**src/rtl/frs_pkg.sv**
```systemverilog
// frs_pkg: shared constants and types for the FRS message receiver and queue
package frs_pkg;

    localparam logic [2:0] FMT_4DW_NODATA       = 3'b001;
    localparam logic [4:0] TYPE_MSG_RC          = 5'b10000;
    localparam logic [7:0] FRS_MSG_CODE_DEFAULT = 8'h09;

    typedef enum logic [2:0] {
        IDLE,
        DW1,
        DW2,
        DW3,
        SKIP,
        BAD_DRAIN
    } frs_rx_state_e;

    typedef struct packed {
        logic [15:0] function_id;
        logic [3:0]  reason;
    } frs_msg_t;

endpackage

```
**src/rtl/frs_message_receiver_sat_counter.sv**
```systemverilog
// sat_counter: increment-only counter that sticks at all-ones
module sat_counter #(
    parameter int WIDTH = 16
) (
    input  logic             clk,
    input  logic             rst,
    input  logic             inc,
    output logic [WIDTH-1:0] count
);

    logic [WIDTH-1:0] count_q, count_d;

    // next value: bump unless already saturated
    always_comb begin
        count_d = (inc && count_q != '1) ? count_q + 1'b1 : count_q;
    end

    // count register
    always_ff @(posedge clk) begin
        if (rst) count_q <= '0;
        else     count_q <= count_d;
    end

    assign count = count_q;

endmodule

```
**src/rtl/frs_message_receiver.sv**
```systemverilog
// frs_message_receiver: parses RX Message TLP headers and emits FRS messages
module frs_message_receiver
    import frs_pkg::*;
#(
    parameter int         FUNCTION_ID_WIDTH = 16,
    parameter int         REASON_WIDTH      = 4,
    parameter logic [7:0] FRS_MSG_CODE      = FRS_MSG_CODE_DEFAULT,
    parameter int         COUNT_WIDTH       = 16
) (
    input  logic                         clk,
    input  logic                         rst,
    input  logic                         frs_enable,
    input  logic                         tlp_valid,
    input  logic                         tlp_sop,
    input  logic                         tlp_eop,
    input  logic [31:0]                  tlp_data,
    output logic                         tlp_ready,
    output logic                         message_received,
    output logic [FUNCTION_ID_WIDTH-1:0] new_message_function_id,
    output logic [REASON_WIDTH-1:0]      new_message_reason,
    output logic [COUNT_WIDTH-1:0]       frs_msg_count,
    output logic [COUNT_WIDTH-1:0]       malformed_count
);

    frs_rx_state_e                state_q, state_d;
    logic                         len_ok_q, len_ok_d;
    logic [FUNCTION_ID_WIDTH-1:0] id_q, id_d;
    logic [FUNCTION_ID_WIDTH-1:0] fid_q, fid_d;
    logic [REASON_WIDTH-1:0]      reason_q, reason_d;
    logic                         pulse_q, pulse_d;
    logic                         acc, dw0_ok, code_ok, emit, malformed;
    logic                         unused_bits;

    assign tlp_ready   = !rst;
    assign acc         = tlp_valid && tlp_ready;
    assign dw0_ok      = tlp_data[31:29] == FMT_4DW_NODATA && tlp_data[28:24] == TYPE_MSG_RC;
    assign code_ok     = tlp_data[7:0] == FRS_MSG_CODE;
    assign unused_bits = ^tlp_data[23:10];

    // header walk: a sop always restarts at DW0, aborting any candidate in flight
    always_comb begin
        state_d   = state_q;
        len_ok_d  = len_ok_q;
        id_d      = id_q;
        emit      = 1'b0;
        malformed = 1'b0;
        if (acc) begin
            if (tlp_sop) begin
                malformed = state_q == DW2 || state_q == DW3;
                len_ok_d  = tlp_data[9:0] == 10'd0;
                state_d   = tlp_eop ? IDLE : (dw0_ok ? DW1 : SKIP);
            end else begin
                case (state_q)
                    DW1: begin
                        id_d      = tlp_data[31 -: FUNCTION_ID_WIDTH];
                        malformed = code_ok && tlp_eop;
                        state_d   = tlp_eop ? IDLE : (code_ok ? DW2 : SKIP);
                    end
                    DW2: begin
                        malformed = tlp_eop;
                        state_d   = tlp_eop ? IDLE : DW3;
                    end
                    DW3: begin
                        emit      = tlp_eop && len_ok_q;
                        malformed = !emit;
                        state_d   = tlp_eop ? IDLE : BAD_DRAIN;
                    end
                    SKIP, BAD_DRAIN: state_d = tlp_eop ? IDLE : state_q;
                    default: state_d = state_q;
                endcase
            end
        end
    end

    // emit path: latch the message fields alongside the pulse
    always_comb begin
        pulse_d  = emit && frs_enable;
        fid_d    = pulse_d ? id_q : fid_q;
        reason_d = pulse_d ? tlp_data[REASON_WIDTH-1:0] : reason_q;
    end

    // state and output registers
    always_ff @(posedge clk) begin
        if (rst) begin
            state_q  <= IDLE;
            len_ok_q <= 1'b0;
            id_q     <= '0;
            fid_q    <= '0;
            reason_q <= '0;
            pulse_q  <= 1'b0;
        end else begin
            state_q  <= state_d;
            len_ok_q <= len_ok_d;
            id_q     <= id_d;
            fid_q    <= fid_d;
            reason_q <= reason_d;
            pulse_q  <= pulse_d;
        end
    end

    assign message_received        = pulse_q;
    assign new_message_function_id = fid_q;
    assign new_message_reason      = reason_q;

    sat_counter #(.WIDTH(COUNT_WIDTH)) u_frs_cnt (
        .clk   (clk),
        .rst   (rst),
        .inc   (pulse_d),
        .count (frs_msg_count)
    );

    sat_counter #(.WIDTH(COUNT_WIDTH)) u_mal_cnt (
        .clk   (clk),
        .rst   (rst),
        .inc   (malformed && frs_enable),
        .count (malformed_count)
    );

endmodule

```
**config.mk**
```make
export PLATFORM = sky130hd
export DESIGN_NAME = frs_message_receiver
export DESIGN_NICKNAME = d
export VERILOG_FILES = /design/src/rtl/frs_pkg.sv /design/src/rtl/frs_message_receiver_sat_counter.sv /design/src/rtl/frs_message_receiver.sv
export SDC_FILE = /design/constraint.sdc
export NUM_CORES = 1
export LEC_CHECK = 0
export ABC_AREA = 1
export CAP_MARGIN = 10
export CORE_ASPECT_RATIO = 1.1
export CORE_MARGIN = 8
export CORE_UTILIZATION = 30
export DETAILED_ROUTE_END_ITERATION = 8
export HOLD_SLACK_MARGIN = 0.05
export SLEW_MARGIN = 0
export SYNTH_ARGS = -nofsm -noshare
export SYNTH_HDL_FRONTEND = slang
export SYNTH_SLANG_ARGS = --single-unit
```
**constraint.sdc**
```tcl
create_clock -name clk -period 1.7 [get_ports clk]
set_input_delay 0.425 -clock clk [delete_from_list [all_inputs] [get_ports clk]]
set_output_delay 0.425 -clock clk [all_outputs]
set_load 0.01 [all_outputs]
```
==> key figures <==
Finish
  – Layout cells sized above 1: between 10% and 20%
  – Final Instance Count excl. Fillers: 777
  – N_diodes: 0
  – Fin util: a little under half
  – Synth-to-layout area growth: 49.05%
  – Fill cells: ~1200
  – Nets: 664

Timing
  – Fin. Hold Viols: 0
  – TNS Setup: 0 ns
  – Setup-failing EPs final: 0
  – Hold slack: ~0.42 ns
  – Clk_skew: 0.008011 ns
  – Final min period: about 1.7 ns
  – Final period util: between 90% and 100%
  – Worst-Margin Slew: roughly 0.42 ns
  – FMAX: roughly 600 MHz
  – Final slew viol count: 0
  – Worst slew margin: between 70 and 80%

Yosys
  – Area fraction of the dominant cell type after synthesis: between 40% and 50%
  – Synth area leaders: dfxtp_1 (41%), nand2_1 (9.7%), a21oi_1 (9.0%)
  – Leading area contributor after synthesis: dfxtp_1
  – Synthesized cell area: between 3000 and 4000 um2
  – Sequential-to-total area share from yosys stat: between 40% and 50%
  – Synthesized Nets: approximately 550
  – Ys flop type: dfxtp_1
  – Most frequent cell after synthesis: nand2_1
  – Yosys cell types: 33
  – EDFF count, synth: 0
  – Post-synth top cells: nand2_1 (92), dfxtp_1 (73), a21oi_1 (64), nor2_1 (54), inv_1 (42)
  – Yosys warning count: 0
  – Seq cells post-synth: between 70 and 80
  – Avg Inst Size Synth: 7.064 um2
  – Synth async-reset ratio: 0%
  – Mapped Cells: slightly above 500

Setup path
  – Reg2Reg Setup Slack: 0.10 ns
  – WP data required: roughly 1.3 ns
  – R2r worst-path depth: 7
  – Launch point of the worst reg-to-reg path: u_mal_cnt.count[0]
  – WS Path Type: flop to primary output
  – Critical path's largest stage delay: between 0.5 and 0.6 ns
  – CP top delay family: buffers and inverters
  – Max stage delay cell, worst path: clkdlybuf4s50_1
  – Crit-path cells: clkdlybuf4s50_1
  – FF-to-FF End: u_mal_cnt.count[2]
  – Crit path arrival time: between 1 and 1.5 ns
  – Critical Path Source Type: flop
  – Buffers plus inverters on the worst setup path: 1
  – CP Capture Type: primary output
  – Crit Path Max Fanout: 2

Die
  – # rows: 41
  – Die width: between 100 and 150 um
  – Die area: 15590 um2
  – Core Footprint: between 10000 and 15000 um2
  – Die extent in y: roughly 130 um
  – Initial core utilization: between 30% and 40%
  – Top Ports: approximately 90

Clock network
  – Clock Sink Count: 73
  – Clock root cell: clkbuf_16
  – Clock latency on the worst-skew pair: ~0.33 ns
  – Clock Pin Slew Worst Setup and Hold Paths: ~0.060 ns
  – Number of buffers created by CTS: 9
  – H-tree Lvls: 3
  – Maximum clock path buffer count: 2
  – CTS tree: yes

Drt
  – Detailed-route wire length: a little over 10000 um
  – Vias per inst: ~4.8
  – Vias: 3697
  – Post-route ant nets: 0
  – DRT iter0 DRCs: between 200 and 250
  – Drt pass-1 iters: 4
  – Residual DRC count: 0
  – Wire per inst: 13.32 um

Placement
  – Final GP Congestion: between 0.8 and 0.9
  – Number of placed instances, taps included: between 700 and 800
  – DP HPWL: between 7000 and 8000 um
  – I/O Buffers: 85

Global route
  – Global route overflow: 0
  – Total GRT Usage: about an eighth
  – Vias in the first global route: roughly 3500
  – Initial antenna violation count: 0
  – Largest net degree at the start of global routing: 46
  – First-pass GRT wire length: approximately 17000 um

Worst hold path
  – Hold Path End: new_message_reason[2]
  – Hold_sp: tlp_data[2]
  – Hold path depth: 3
  – Worst Hold Class: input pin to flop

Pwr
  – Maximum VDD drop: ~0.44 mV
  – Cell Pwr Density: around 740 nW/um2
  – P_leak: approximately 2.3 nW
  – Tot Pwr: 3.932 mW

Flow run
  – Max Cap Viol: 0

Outcome
  – Run status: finished clean
[flip-flops by register name (all words and copies together), names as in the netlist]
| name | count |
|---|---|
| id_q | 16 |
| len_ok_q | 1 |
| message_received | 1 |
| new_message_function_id | 16 |
| new_message_reason | 4 |
| state_q | 3 |
| u_frs_cnt.count | 16 |
| u_mal_cnt.count | 16 |
[metrics by stage]
stage | worst slack (ns) | instance area (um2)
2_1_floorplan | 0.07772 | 3553
3_3_place_gp | -0.4151 | 4795
3_5_place_dp | -0.4458 | 4795
4_1_cts | -0.01666 | 5134
5_1_grt | -0.03397 | 5296
6_report | 0.04230 | 5296
[layer usage]
metal	vias up	routed length (um)	track usage [%]
met3	13	351	2.808
met2	62	5251	23.13
met1	1721	4535	15.32
met5	-	0	0
met4	0	210	5.809
li1	1901	-	-
[final cells by class]
class                           instances  area (um2)  area share, %
Clock buffer                           10       239.0          4.512
Clock inverter                          6       72.57          1.370
Inverter                               61       230.2          4.347
Multi-Input combinational cell        352        1902          35.91
Sequential cell                        73        1479          27.92
Tap cell                              150       187.7          3.544
Timing Repair Buffer                  125        1186          22.40
[power breakdown]
group / switching, mW / internal, mW / total [mW]
logic: 0.122 / 0.118 / 0.241
clock network: 0.772 / 1.19 / 1.97
registers: 0.00544 / 1.72 / 1.73
total: 0.899 / 3.03 / 3.93
[worst min-delay path: stages]
cell	delay, ns
dlymetal6s2s_1	0.12
o21ai_0	0.09
nor2_1	0.08
[worst max path at each step]
stage / depth (start not counted) / endpoint / startpoint
floorplan: 7 / u_mal_cnt.count[5] / u_mal_cnt.count[1]
global placement: 3 / tlp_ready / rst
detailed placement: 9 / u_frs_cnt.count[3] / rst
CTS: 13 / u_mal_cnt.count[12] / tlp_data[2]
global route: 8 / new_message_function_id[1] / frs_enable
finish: 1 / new_message_reason[0] / new_message_reason[0]
[kinds of logic after synthesis]
| logic type | after synthesis | share of synthesized area (%) |
|---|---|---|
| compound gates | 112 | 15.99 |
| xor+xnor | 19 | 4.683 |
| fa+ha+maj | 4 | 1.409 |
| buf+inv | 79 | 8.838 |
| flops | 73 | 41.13 |
| simple gates | 216 | 27.96 |
[timing repair]
item                       4_1_cts  5_1_grt
gates cloned                     1        1
setup endpoints to repair       50       56
buffers inserted                 0        4
gates resized for setup         52       39
pin swaps                        1       21
hold buffers                     0        0
[placed cells by master, fill, tap and decap left out, types with 9 or more instances in the layout]
cell,synthesis,routed
o21ai_1,12,11
o21ai_0,34,33
nand2_1,92,86
buf_4,1,34
inv_2,16,17
dfxtp_2,0,14
nor2_1,54,50
inv_1,42,41
a21oi_1,64,63
dlymetal6s2s_1,0,14
dlygate4sd2_1,0,28
nor3_1,12,9
xor2_1,13,13
nand4_1,20,20
dfxtp_1,73,59
nand3_1,26,25
clkbuf_16,0,9
clkdlybuf4s50_1,0,42
Power figures use the tool's default switching activity.
